**src/rtl/ysyx_25060170_ifu_pkg.sv**
```systemverilog
// Shared widths, start PC, opcodes, FSM states and immediate decoders for the fetch unit.
// Relocate the reset fetch address through the START_PC parameter of the fetch unit.
package ysyx_25060170_ifu_pkg;

  localparam int unsigned PC_W   = 32;
  localparam int unsigned INST_W = 32;

  localparam logic [PC_W-1:0] STARTPC = 32'h8000_0000;

  localparam logic [6:0] OPC_JAL    = 7'b1101111;
  localparam logic [6:0] OPC_BRANCH = 7'b1100011;

  typedef enum logic [2:0] {
    ST_IDLE,
    ST_REQ,
    ST_WAIT,
    ST_OUT,
    ST_DROP
  } ifu_state_e;

  function automatic logic [PC_W-1:0] imm_j(input logic [INST_W-1:0] inst);
    return {{12{inst[31]}}, inst[19:12], inst[20], inst[30:21], 1'b0};
  endfunction

  function automatic logic [PC_W-1:0] imm_b(input logic [INST_W-1:0] inst);
    return {{20{inst[31]}}, inst[7], inst[30:25], inst[11:8], 1'b0};
  endfunction

endpackage

```
**src/rtl/ysyx_25060170_ifu_if.sv**
```systemverilog
// Redirect, instruction-memory and IF/ID handshake bundle of the fetch unit.
// master = fetch unit side, slave = memory / pipeline environment side.
interface ysyx_25060170_ifu_if;
    import ysyx_25060170_ifu_pkg::*;

    logic              redirect_valid;
    logic [PC_W-1:0]   redirect_pc;
    logic              imem_req_valid;
    logic              imem_req_ready;
    logic [PC_W-1:0]   imem_addr;
    logic              imem_rsp_valid;
    logic [INST_W-1:0] imem_rsp_data;
    logic              if_valid;
    logic              id_ready;
    logic [INST_W-1:0] if_inst;
    logic [PC_W-1:0]   if_pc;
    logic              if_jump;

    modport master (
        input  redirect_valid, redirect_pc, imem_req_ready, imem_rsp_valid,
               imem_rsp_data, id_ready,
        output imem_req_valid, imem_addr, if_valid, if_inst, if_pc, if_jump
    );

    modport slave (
        output redirect_valid, redirect_pc, imem_req_ready, imem_rsp_valid,
               imem_rsp_data, id_ready,
        input  imem_req_valid, imem_addr, if_valid, if_inst, if_pc, if_jump
    );

endinterface

```
**src/rtl/ysyx_25060170_ifu_bpu.sv**
```systemverilog
// Static predictor: JAL and backward branches taken. Compiled only when
// YSYX_25060170_STATIC_BPU_EN is defined.
`ifdef YSYX_25060170_STATIC_BPU_EN
module ysyx_25060170_bpu
    import ysyx_25060170_ifu_pkg::*;
(
    input  logic [INST_W-1:0] inst,
    input  logic [PC_W-1:0]   pc,
    output logic              pred_taken,
    output logic [PC_W-1:0]   pred_target
);

    always_comb begin
        pred_taken  = 1'b0;
        pred_target = pc + 32'd4;
        if (inst[6:0] == OPC_JAL) begin
            pred_taken  = 1'b1;
            pred_target = pc + imm_j(inst);
        end else if (inst[6:0] == OPC_BRANCH && inst[31]) begin
            pred_taken  = 1'b1;
            pred_target = pc + imm_b(inst);
        end
    end

endmodule
`endif

```
**src/rtl/ysyx_25060170_ifu.sv**
```systemverilog
// Instruction fetch unit: one outstanding imem request, valid/ready hand-off to IF/ID.
// Optional static prediction under YSYX_25060170_STATIC_BPU_EN.
module ysyx_25060170_ifu
    import ysyx_25060170_ifu_pkg::*;
#(
    parameter logic [PC_W-1:0] START_PC = STARTPC
) (
    input  logic                 clk,
    input  logic                 rst,
    ysyx_25060170_ifu_if.master  bus
);

    ifu_state_e        state_q, state_d;
    logic [PC_W-1:0]   pc_q, pc_d;
    logic [INST_W-1:0] if_inst_q, if_inst_d;
    logic [PC_W-1:0]   if_pc_q, if_pc_d;
    logic [PC_W-1:0]   fetch_addr;
    logic [PC_W-1:0]   next_pc;
    logic              pred_taken;
    logic              req_fire;

    assign fetch_addr = {pc_q[PC_W-1:2], 2'b00};
    assign req_fire   = (state_q == ST_REQ) & bus.imem_req_ready;

`ifdef YSYX_25060170_STATIC_BPU_EN
    logic [PC_W-1:0] pred_target;

    ysyx_25060170_bpu u_bpu (
        .inst        (if_inst_q),
        .pc          (if_pc_q),
        .pred_taken  (pred_taken),
        .pred_target (pred_target)
    );

    assign next_pc = pred_taken ? pred_target : if_pc_q + 32'd4;
`else
    assign pred_taken = 1'b0;
    assign next_pc    = if_pc_q + 32'd4;
`endif

    always_ff @(posedge clk) begin
        if (rst) begin
            state_q   <= ST_IDLE;
            pc_q      <= START_PC;
            if_inst_q <= '0;
            if_pc_q   <= START_PC;
        end else begin
            state_q   <= state_d;
            pc_q      <= pc_d;
            if_inst_q <= if_inst_d;
            if_pc_q   <= if_pc_d;
        end
    end

    // Redirect beats every transition; an accepted-but-killed request parks in DROP
    // so its response is consumed before the next request goes out.
    always_comb begin
        state_d = state_q;
        unique case (state_q)
            ST_IDLE: state_d = ST_REQ;
            ST_REQ: begin
                if (req_fire)
                    state_d = bus.redirect_valid ? ST_DROP : ST_WAIT;
            end
            ST_WAIT: begin
                if (bus.imem_rsp_valid)
                    state_d = bus.redirect_valid ? ST_REQ : ST_OUT;
                else if (bus.redirect_valid)
                    state_d = ST_DROP;
            end
            ST_OUT: begin
                if (bus.redirect_valid || bus.id_ready)
                    state_d = ST_REQ;
            end
            ST_DROP: begin
                if (bus.imem_rsp_valid)
                    state_d = ST_REQ;
            end
            default: state_d = ST_IDLE;
        endcase
    end

    always_comb begin
        pc_d      = pc_q;
        if_inst_d = if_inst_q;
        if_pc_d   = if_pc_q;
        if (state_q == ST_WAIT && bus.imem_rsp_valid && !bus.redirect_valid) begin
            if_inst_d = bus.imem_rsp_data;
            if_pc_d   = fetch_addr;
        end
        if (bus.redirect_valid)
            pc_d = bus.redirect_pc;
        else if (state_q == ST_OUT && bus.id_ready)
            pc_d = next_pc;

        bus.imem_req_valid = (state_q == ST_REQ);
        bus.imem_addr      = fetch_addr;
        bus.if_valid       = (state_q == ST_OUT);
        bus.if_inst        = if_inst_q;
        bus.if_pc          = if_pc_q;
        bus.if_jump        = (state_q == ST_OUT) & pred_taken;
    end

endmodule
```
**src/flat_wrapper.sv**
```systemverilog
// flat-port wrapper written by rule: the top's interface ports become plain ports
module ysyx_25060170_ifu_flat import ysyx_25060170_ifu_pkg::*;
#(
    parameter logic [PC_W-1:0] START_PC = STARTPC
)
  (clk, rst, bus_redirect_valid, bus_redirect_pc, bus_imem_req_ready, bus_imem_rsp_valid, bus_imem_rsp_data, bus_id_ready, bus_imem_req_valid, bus_imem_addr, bus_if_valid, bus_if_inst, bus_if_pc, bus_if_jump);
  ysyx_25060170_ifu_if bus_i ();
  input  logic clk;
  input  logic rst;
  input wire logic [$bits(bus_i.redirect_valid)-1:0] bus_redirect_valid;
  input wire logic [$bits(bus_i.redirect_pc)-1:0] bus_redirect_pc;
  input wire logic [$bits(bus_i.imem_req_ready)-1:0] bus_imem_req_ready;
  input wire logic [$bits(bus_i.imem_rsp_valid)-1:0] bus_imem_rsp_valid;
  input wire logic [$bits(bus_i.imem_rsp_data)-1:0] bus_imem_rsp_data;
  input wire logic [$bits(bus_i.id_ready)-1:0] bus_id_ready;
  output wire logic [$bits(bus_i.imem_req_valid)-1:0] bus_imem_req_valid;
  output wire logic [$bits(bus_i.imem_addr)-1:0] bus_imem_addr;
  output wire logic [$bits(bus_i.if_valid)-1:0] bus_if_valid;
  output wire logic [$bits(bus_i.if_inst)-1:0] bus_if_inst;
  output wire logic [$bits(bus_i.if_pc)-1:0] bus_if_pc;
  output wire logic [$bits(bus_i.if_jump)-1:0] bus_if_jump;
  assign bus_i.redirect_valid = bus_redirect_valid;
  assign bus_i.redirect_pc = bus_redirect_pc;
  assign bus_i.imem_req_ready = bus_imem_req_ready;
  assign bus_i.imem_rsp_valid = bus_imem_rsp_valid;
  assign bus_i.imem_rsp_data = bus_imem_rsp_data;
  assign bus_i.id_ready = bus_id_ready;
  assign bus_imem_req_valid = bus_i.imem_req_valid;
  assign bus_imem_addr = bus_i.imem_addr;
  assign bus_if_valid = bus_i.if_valid;
  assign bus_if_inst = bus_i.if_inst;
  assign bus_if_pc = bus_i.if_pc;
  assign bus_if_jump = bus_i.if_jump;
  ysyx_25060170_ifu #(.START_PC(START_PC)) u_core (.clk(clk), .rst(rst), .bus(bus_i));
endmodule
```
**config.mk**
```make
export PLATFORM = sky130hd
export DESIGN_NAME = ysyx_25060170_ifu_flat
export DESIGN_NICKNAME = d
export VERILOG_FILES = /design/src/rtl/ysyx_25060170_ifu_pkg.sv /design/src/rtl/ysyx_25060170_ifu_if.sv /design/src/rtl/ysyx_25060170_ifu_bpu.sv /design/src/rtl/ysyx_25060170_ifu.sv /design/src/flat_wrapper.sv
export SDC_FILE = /design/constraint.sdc
export NUM_CORES = 1
export LEC_CHECK = 0
export ABC_CLOCK_PERIOD_IN_PS = 2080
export BUFFER_PORTS_ARGS = -buffer_cell sky130_fd_sc_hd__buf_2
export CAP_MARGIN = 20
export CORE_ASPECT_RATIO = 0.9
export CORE_MARGIN = 1.5
export CORE_UTILIZATION = 42
export CTS_CLUSTER_SIZE = 10
export DETAILED_ROUTE_END_ITERATION = 8
export PLACE_DENSITY = 0.69
export SYNTH_ARGS = -nofsm -noshare
export SYNTH_HDL_FRONTEND = slang
export SYNTH_SLANG_ARGS = --single-unit
```
**constraint.sdc**
```tcl
create_clock -name clk -period 2.08 [get_ports clk]
set_input_delay 0.208 -clock clk [delete_from_list [all_inputs] [get_ports clk]]
set_output_delay 0.208 -clock clk [all_outputs]
set_load 0.03 [all_outputs]
```
==> results.md <==
- Status: completed
- RSZ-0062 raised after global routing: false
- Core area: around 10000 µm²
- Critical Path Start Type: flip-flop
- Yosys reg bits: 95
- Vias: between 4k and 5k
- Final hold vios: 0
- Class of the worst hold path: input port to flip-flop
- Crit Path Max Fanout: 10
- H-tree levels: 3
- # Post-CTS Setup Buffers: 0
- Layout area overhead: 29.1%
- Diode count: 0
- Setup TNS: 0 ps
- Initial antenna violation count: 0
- Post-synthesis async set-or-reset flop share: 0%
- ANT nets after route: 0
- Top sig layer: met4
- Multi-input logic area: 2150 µm²
- Clk sinks: 95
- Synth top area share: between 40 and 50%
- Setup-failing EPs final: 0
- Met1 wire length: 5360 µm
- Mean area per synthesized cell: 7.50 µm²
- Max IR drop VDD: around 490 µV
- Wire length on met3: 973 µm
- Fin crit share: 90.8%
- Number of flops mapped to enable cells by yosys: 0
- Worst slew pin tran: 673 ps
- Register area share after synthesis: between 40% and 50%
- Largest net degree at the start of global routing: 63
- Final nets: 796
- Skew final: 6.21 ps
- Vias in the first global route: 3942
- Fin crit period: approximately 1900 ps
- Power per cell area: between 600 and 700 nW/µm²
- Placed Area: 5260 µm²
- Num ports: 169
- Finished Cell Area: roughly 5500 µm²
- Drt pass-1 iters: 6
- Met2 WL: 5650 µm
- PortBufs: ~160
- Critical Path Sink Type: flip-flop
- Clock transition at path regs: about 60 ps
- Hpwl dp: about 8500 µm
- Clk root buf: clkbuf_16
- FF+latch area: 1900 µm²
- Clk Latency, worst-skew pair: 340 ps
- Cts hold-fix bufs: 0
- Distinct cells, synth: 44
- First-pass GRT wire length: 19200 µm
- Top FF cell, synth: dfxtp_1
- Leakage: 2.27 nW
- Fillers: 930
- Initial drt markers: 289
- Initial core utilization: a little over two fifths
- Cells after synthesis: 572
- Die X: 110 µm
- FP Rows: 34
- DR DRC count: 0
- Max_slew headroom: 55.1%
- Most common cell in the synthesized netlist: nand2_1
- Post-Syn Area: 4290 µm²
- Routed len/inst: roughly 14 µm
- Bufs on Longest Clock Path: 2
- GRT overflow: 0
- Max Clk Rate: 529 MHz
- Max-cap violations: 0
- Drt total wl: 12100 µm
- Die Ht: 98.9 µm
- Ys Warns: 0
- Via density per instance: between 5 and 6
- Final-report max-slew violation count: 0
- Area leader, netlist: dfxtp_1
- Arrival @ worst endpoint: 2090 ps
- CTS tree: done
- Die ar.: 10800 µm²
- # resized after CTS: 0
- Post-synth top cells: 150 x nand2_1, 99 x a21oi_1, 95 x dfxtp_1
- Critical Path RT: 2280 ps
- Share of cells above drive strength 1: 29.5%
- Tot GR Track Use: ~22%
- Num CTS Buffers: 9
- Largest cells by area after synthesis: dfxtp_1 44%, nand2_1 13%, a21oi_1 12%, nor2_1 4.6%, xnor2_1 4.3%
- RePlAce Congestion: 0.879
- Worst setup path class: flip-flop to flip-flop
## stage by stage
stage | utilization [%] | worst slack [ps] | hold slack [ps] | cells | power (mW)
floorplan | - | 43.1 | 344 | 576 | 2.23
global route | 56.6 | 45.1 | 99.4 | 854 | 4.00
CTS | 56.5 | 11.6 | 95.6 | 854 | 3.88
global placement | 53.8 | 74.2 | 438 | 840 | 2.37
finish | 56.6 | 191 | 106 | 854 | 3.85
detailed placement | 53.8 | 26.2 | 443 | 840 | 2.38
## placed cells by master (no fill, tap or decap), types with 3 or more instances in the layout
cell type  synthesis  final
a311oi_1           4      4
inv_1             13     13
a211oi_2           3      3
o21ai_0            7      7
clkbuf_16          0      9
or3_1              5      4
nor4_2             4      3
a21oi_1           99     99
conb_1             1      5
nand4_1            4      4
o22ai_1           11     11
nand2_1          150    149
xor2_1             3      3
buf_4              5     25
nand3_1            9      9
nor2_1            52     52
nor3_1            12     12
buf_2              5    160
a211oi_1           5      5
xnor2_1           21     21
o31ai_1            3      3
dfxtp_1           95     93
## path summary, 6_finish.rpt
kind | slack, ps | end | startpoint | cells after the start
hold / removal | 110 | u_core.bus.if_inst[14]$_SDFFE_PP0P_ | bus_imem_rsp_data[14] | 3
hold reg to reg | 450 | u_core.bus.if_inst[1]$_SDFFE_PP0P_ | u_core.bus.if_inst[1]$_SDFFE_PP0P_ | 2
setup / recovery | 190 | u_core.pc_q[22]$_SDFFE_PP0P_ | u_core.bus.if_pc[2]$_SDFFE_PP0P_ | 6
setup reg to reg | 190 | u_core.pc_q[22]$_SDFFE_PP0P_ | u_core.bus.if_pc[2]$_SDFFE_PP0P_ | 6
## state kept, by name (all words and copies together) (netlist names)
name and count:
u_core.bus.if_inst 32, u_core.bus.if_pc 30, u_core.pc_q 30, u_core.state_q 3
## cells by family (layout without fill, tap and decap cells)
family	count (synthesis)	count (layout)	synth area share, %
adders and majority gates	1	1	0.292
muxes	2	2	0.496
buffers and inverters	61	213	6.27
other	1	5	0.0875
AOI/OAI and AO/OA	137	137	18.1
DFF	95	95	44.4
xor gates and xnor gates	24	24	4.90
and+or+nand+nor	251	251	25.5
## metal layers
layer | global-route usage, % | vias up
met5 | 0 | -
met4 | 6.09 | 0
met3 | 7.41 | 12
met2 | 36.5 | 153
met1 | 28.4 | 2009
li1 | - | 2211
## where the power goes
group	switching (mW)	internal (mW)
registers	0.0426	1.87
logic	0.281	0.157
clock network	0.641	0.861
total	0.965	2.89
## cell type report
| cell class | count | share of cell area, % |
|---|---|---|
| Multi-Input combinational cell | 420 | 38.9 |
| Sequential cell | 95 | 34.4 |
| Timing Repair Buffer | 186 | 18.2 |
| Clock buffer | 13 | 4.70 |
| Tap cell | 126 | 2.85 |
| Inverter | 13 | 0.881 |
| Clock inverter | 1 | 0.0904 |
## critical path: stages, from the launching register on
cell	delay [ps]
dfxtp_2	370
ha_1	190
nand3_1	120
or3_4	480
nor4_1	350
xnor2_1	160
o22ai_1	90
Note: power is estimated with default switching activity, not from simulation.
